[src/rtl/oc8051_cxrom_arb.sv]
// oc8051_cxrom_arb: round-robin arbiter between the instruction-fetch and MOVC
// ports sharing one code-ROM cache read channel. Revision 1.0.
`default_nettype none

module oc8051_cxrom_arb #(
  parameter int ROM_LAT = 1
) (
  input  logic        clk,
  input  logic        rst,
  input  logic        ifetch_req,
  input  logic [15:0] ifetch_addr,
  output logic        ifetch_ack,
  output logic        ifetch_valid,
  output logic [31:0] ifetch_data,
  input  logic        movc_req,
  input  logic [15:0] movc_addr,
  output logic        movc_ack,
  output logic        movc_valid,
  output logic [31:0] movc_data,
  output logic        rom_rd,
  output logic [15:0] rom_addr,
  input  logic [31:0] rom_data,
  output logic        busy
);

  typedef enum logic [1:0] {
    IDLE  = 2'd0,
    ISSUE = 2'd1,
    WAIT  = 2'd2,
    RESP  = 2'd3
  } state_t;

  state_t     state;
  state_t     state_nxt;
  logic       owner_movc;   // owner of the current/last transaction, doubles as last grant
  logic [2:0] cnt;
  logic       grant_fetch;
  logic       grant_movc;

  always_comb begin
    grant_fetch = 1'b0;
    grant_movc  = 1'b0;
    state_nxt   = state;
    // On a tie the port that was not granted last wins.
    if (state == IDLE && !rst) begin
      if (ifetch_req && (!movc_req || owner_movc))
        grant_fetch = 1'b1;
      else if (movc_req)
        grant_movc = 1'b1;
    end
    case (state)
      IDLE:    if (grant_fetch || grant_movc) state_nxt = ISSUE;
      ISSUE:   state_nxt = WAIT;
      WAIT:    if (cnt == 3'd1) state_nxt = RESP;
      RESP:    state_nxt = IDLE;
      default: state_nxt = IDLE;
    endcase
  end

  always_ff @(posedge clk) begin
    if (rst) begin
      state       <= IDLE;
      owner_movc  <= 1'b1;
      cnt         <= 3'd0;
      rom_addr    <= 16'd0;
      ifetch_data <= 32'd0;
      movc_data   <= 32'd0;
    end else begin
      state <= state_nxt;
      if (grant_fetch) begin
        rom_addr   <= ifetch_addr;
        owner_movc <= 1'b0;
        cnt        <= 3'(ROM_LAT);
      end else if (grant_movc) begin
        rom_addr   <= movc_addr;
        owner_movc <= 1'b1;
        cnt        <= 3'(ROM_LAT);
      end
      if (state == WAIT) begin
        if (cnt == 3'd1) begin
          if (owner_movc)
            movc_data <= rom_data;
          else
            ifetch_data <= rom_data;
        end else begin
          cnt <= cnt - 3'd1;
        end
      end
    end
  end

  assign ifetch_ack   = grant_fetch;
  assign movc_ack     = grant_movc;
  assign rom_rd       = (state == ISSUE);
  assign busy         = (state != IDLE);
  assign ifetch_valid = (state == RESP) && !owner_movc;
  assign movc_valid   = (state == RESP) && owner_movc;

endmodule

`default_nettype wire

[config.mk]
export PLATFORM = sky130hd
export DESIGN_NAME = oc8051_cxrom_arb
export DESIGN_NICKNAME = d
export VERILOG_FILES = /design/src/rtl/oc8051_cxrom_arb.sv
export SDC_FILE = /design/constraint.sdc
export NUM_CORES = 1
export LEC_CHECK = 0
export BUFFER_PORTS_ARGS = -buffer_cell sky130_fd_sc_hd__buf_2
export CORE_MARGIN = 2
export CORE_UTILIZATION = 42
export DETAILED_ROUTE_END_ITERATION = 6
export MAX_ROUTING_LAYER = met4
export PLACE_DENSITY = 0.76
export REMOVE_ABC_BUFFERS = 1
export SLEW_MARGIN = 0
export SYNTH_ARGS = -nofsm -noshare
export SYNTH_HDL_FRONTEND = slang
export SYNTH_SLANG_ARGS = --single-unit
[constraint.sdc]
create_clock -name clk -period 1.65 [get_ports clk]
set_input_delay 0.33 -clock clk [delete_from_list [all_inputs] [get_ports clk]]
set_output_delay 0.33 -clock clk [all_outputs]
set_load 0.05 [all_outputs]
-- After elaboration in Yosys (flattened, before gate mapping)
Cells that the tools add are included.
- add/subtract/negate cells: 1
- equality and inequality tests: 6
- mux-type cells: 16
- bitwise logic cells: 1
- reductions and logical operators: 15
- operators with widths (cell ; number):
    $mux W16 ; 2
    $mux W3 ; 4
    $pmux W2 S4 ; 1
    $mux W1 ; 7
    $reduce_and A3 Y1 ; 2
    $eq A2 B2 Y1 const B ; 2
    $logic_and A1 B1 Y1 ; 4
    $mux W2 ; 2
    $reduce_bool A2 Y1 ; 2
    $eq A3 B1 Y1 const B ; 1
    $logic_not A1 Y1 ; 3
    $sub A3 B1 Y3 const B ; 1
    $eq A2 B1 Y1 const B ; 1
    $logic_not A2 Y1 ; 1
    $logic_or A1 B1 Y1 ; 2
    $ne A2 B1 Y1 const B ; 1
    $ne A2 B2 Y1 const B ; 1
    $reduce_and A2 Y1 ; 1
    $not A1 Y1 ; 1
- flip-flop bits (word level): 86
- output and inout port bits: 86
- logic and storage cells: 45

-- Depth between registers and ports, before layout
- word-level depth: 9
- mapped depth: 8

-- Least setup slack after synthesis
OpenSTA, ideal clock, no wires.
- path kind: reg2out
- start: reg state[0]
- end: out movc_ack
- arrival time: 1.920 ns
- required time: 1.320 ns
- path slack: -0.600 ns
- cell stages (with the launch flop): 7
- path buffers: 1
- cells stage by stage: dfxtp_1 > inv_1 > ha_1 > nor2b_4 > nand2_1 > buf_2 > a21oi_1
- longest elaborated chain between the ends: 3
- RTL lines (what ; RTL line ; text):
    from (decl) ; 33 ; state_t state;
    from (signal assigned) ; 69 ; state <= state_nxt;
    $logic_not A2 Y1 ; 45 ; if (state == IDLE && !rst) begin
    $logic_and A1 B1 Y1 ; 45 ;
    $mux W1 ; 45 ;
    to (decl) ; 17 ; output logic movc_ack,
Every way passes these cells.

-- Worst setup path after layout
- start: reg state[1]
- end: out movc_ack
The elaborated chain is that of the path after synthesis.

==> flow_summary.toml <==
[outcome]
status = "finished with violations"
violations = "negative setup slack"

[worst_setup_path]
cp_cell_sequence = "inv_2, ha_4, nor2b_4, nand2_2, a21oi_2, buf_6"
cp.arrival_ns = 1.45
rrSetupSlack_ns = 0.06
r2r-start = "state[0]"
cp.required_ns = 1.32
crit_buf_inv = 2
path_delay_family = "flip-flops"
crit_path_max_incr_delay_ns = 0.33
cp_slowest_cell = "dfxtp_2"
reg2reg_depth = 9
cp_max_fo = 4
startpoint_type = "flip-flop"
path_class = "reg -> out"
crit_path_end_kind = "primary output"
reg2reg_to = "ifetch_data[31]"

[run]
maxCapViolCount = 0

[logic_synthesis]
synthAdderAreaFrac_pct = 2.64
synthXorXnorAreaFrac_pct = 0
synth-simple-area-share_pct = 23.8
ys_seq_area_share_pct = 51.9
synthArstFlopShare_pct = 0
synth_commonest_cells = "163 x nand2_1, 86 x dfxtp_1, 68 x a21oi_1"
synth.area.mux_share_pct = 0.641
synth.ff_latch_count = 86
synthCells = 420
synth.top_cell.area_share_pct = 51.9
yosys.area.top_type = "dfxtp_1"
synthesis.area_mm2 = 0.00332
synth_most_common_cell = "nand2_1"
yosysWarnings = 0
synth_top_family_by_area = "simple AND/OR/NAND/NOR gates"
avgSynthCellArea_um2 = 7.90
synthTopCellsByArea = "dfxtp_1 52%, nand2_1 18%, a21oi_1 10%"
synth_compound_area_share_pct = 16.0
synth.distinct_cells = 27
ys.flop_type = "dfxtp_1"
synth_edf_count = 0

[global_routing]
grt_first_pass_wirelength_um = 13900
overflow = 0
grt_max_degree = 87
grt_pass1_vias = 3063
grt_usage_pct = 20.7
antenna_found_initial = 0

[clock_tree]
holdBufCountCts = 0
htree_levels = 3
cts.clk_slew.worst_paths_ns = 0.08
root_buffer = "clkbuf_8"
cts_buffers = 9
cts_max_path_buffers = 2
cts_tree = "done"
worstSkewPairLatency_ns = 0.36
cts_sinks = 86

[die]
die-area_mm2 = 0.00863
core_area_mm2 = 0.00769
die_x_um = 92.9
boundaryPins = 154
die-height_um = 92.9
rows = 32
start_util_pct = 43.2

[cells_and_area]
nNetsFinal = 651
antennaDiodeCount = 0
area_growth_pct = 41.9
drive_gt1_share_pct = 36.8
design_area_mm2 = 0.00471
post_layout_nonfiller_instances = 683

[timing]
finalSetupViolCount = 2
rsz0062_at_grt = "true"
relSlewSlack_pct = 71.7
finClkSkew_ns = 0.00641
fin_ws_ns = -0.131
finalCriticalPeriod_ns = 1.78
hold_viol_final = 0
finalCritPeriodShare_pct = 108
setup_tns_ns = -0.212
worst_pin_slew_ns = 0.419
fmax_mhz = 562
drv_slew = 0

[power]
power_density_mw_per_mm2 = 1320
p_leak_nw = 2.07
ir_drop_mv = 0.971
total_power_mw = 6.21

[place]
dpl_cell_area_mm2 = 0.00424
dp_slack_ns = -0.0863
numPortBuffers = 153
dp_hpwl_um = 5950
gp_congestion = 0.750
placed_cells = 661

[route]
postRouteAntennaNets = 0
drt_first_pass_iters = 4
drc = 0
vias = 3424
vias_per_cell = 5.01
drt_wl_total_um = 8920
drtIter0Drc = 112
post_drt_wl_per_cell_um = 13.1

[worst_hold_path]
whs_endpoint = "movc_data[4]"
hp-class = "in -> reg"
holdCritStartpoint = "rom_data[4]"
hold_depth = 3
-- sequential cells by signal, summed over array words and instances (netlist names) --
| signal | cells |
|---|---|
| state | 2 |
| cnt | 3 |
| movc_data | 32 |
| rom_addr | 16 |
| owner_movc | 1 |
| ifetch_data | 32 |
-- worst max path at each step --
stage | depth (start not counted) | from | endpoint
after floorplan | 5 | state[0] | ifetch_ack
after global placement | 7 | state[1] | rom_addr[2]
after detailed placement | 7 | state[1] | rom_addr[2]
after CTS | 6 | state[0] | ifetch_ack
after global routing | 6 | state[1] | movc_ack
final | 6 | state[1] | movc_ack
-- layer usage --
metal	routed length, um	part of all wire (%)	track usage (%)	vias to the layer above
met2	4030	45	32.4	145
met1	3970	44	25.2	1577
met5	0	0	-	-
met3	808	9.1	6.92	13
met4	114	1.3	6.74	0
li1	-	-	-	1689
-- per-stage QoR --
stage | hold WS, ns | util (%)
4_1_cts | 0.204 | 59.4
6_report | 0.215 | 61.3
3_3_place_gp | 0.438 | 55.1
5_1_grt | 0.206 | 61.3
2_1_floorplan | 0.398 | -
3_5_place_dp | 0.443 | 55.1
-- repair_timing --
| action | CTS | global route |
|---|---|---|
| pin swaps | 1 | 6 |
| buffers inserted | 3 | 1 |
| setup endpoints to repair | 12 | 62 |
| gates resized for setup | 20 | 28 |
| cloned | 0 | 2 |
-- placed cells by master, fill, tap and decap left out, types with 4 or more instances in the layout --
cell type and count:
a21oi_2 5, buf_12 4, dfxtp_1 84, a311oi_1 15, buf_8 4, clkbuf_8 10, a21oi_1 63, inv_1 4
buf_2 147, nand2_1 160, buf_4 10, ha_1 4, buf_6 7, nor2_1 20
-- power breakdown --
| group | switching (mW) | internal [mW] | total, mW |
|---|---|---|---|
| logic | 1.33 | 0.668 | 2.00 |
| clock network | 0.741 | 1.05 | 1.79 |
| registers | 0.128 | 2.29 | 2.41 |
| total | 2.20 | 4.00 | 6.21 |
-- kinds of logic (layout without fill, tap and decap cells) --
family	Yosys count	after routing
buffers and inverters	36	197
AND/OR/NAND/NOR	199	199
AO/OA/AOI/OAI	90	90
adder cells (fa/ha/maj)	7	7
multiplexers	2	2
flip-flops	86	86
-- tightest hold or removal path, cell delays in order --
cell and delay [ns]:
buf_2 0.10, nand2_1 0.05, a21oi_1 0.05
-- cell type report --
class | count | area (um^2)
repair buffers | 174 | 1060
well taps | 102 | 128
flip-flops and latches | 86 | 1720
clock buffers | 11 | 141
fillers | 696 | 2980
multi-input cells | 298 | 1520
inverters | 7 | 26.3
clock inverters | 5 | 106
No activity file was read; power rests on OpenSTA's default activity.
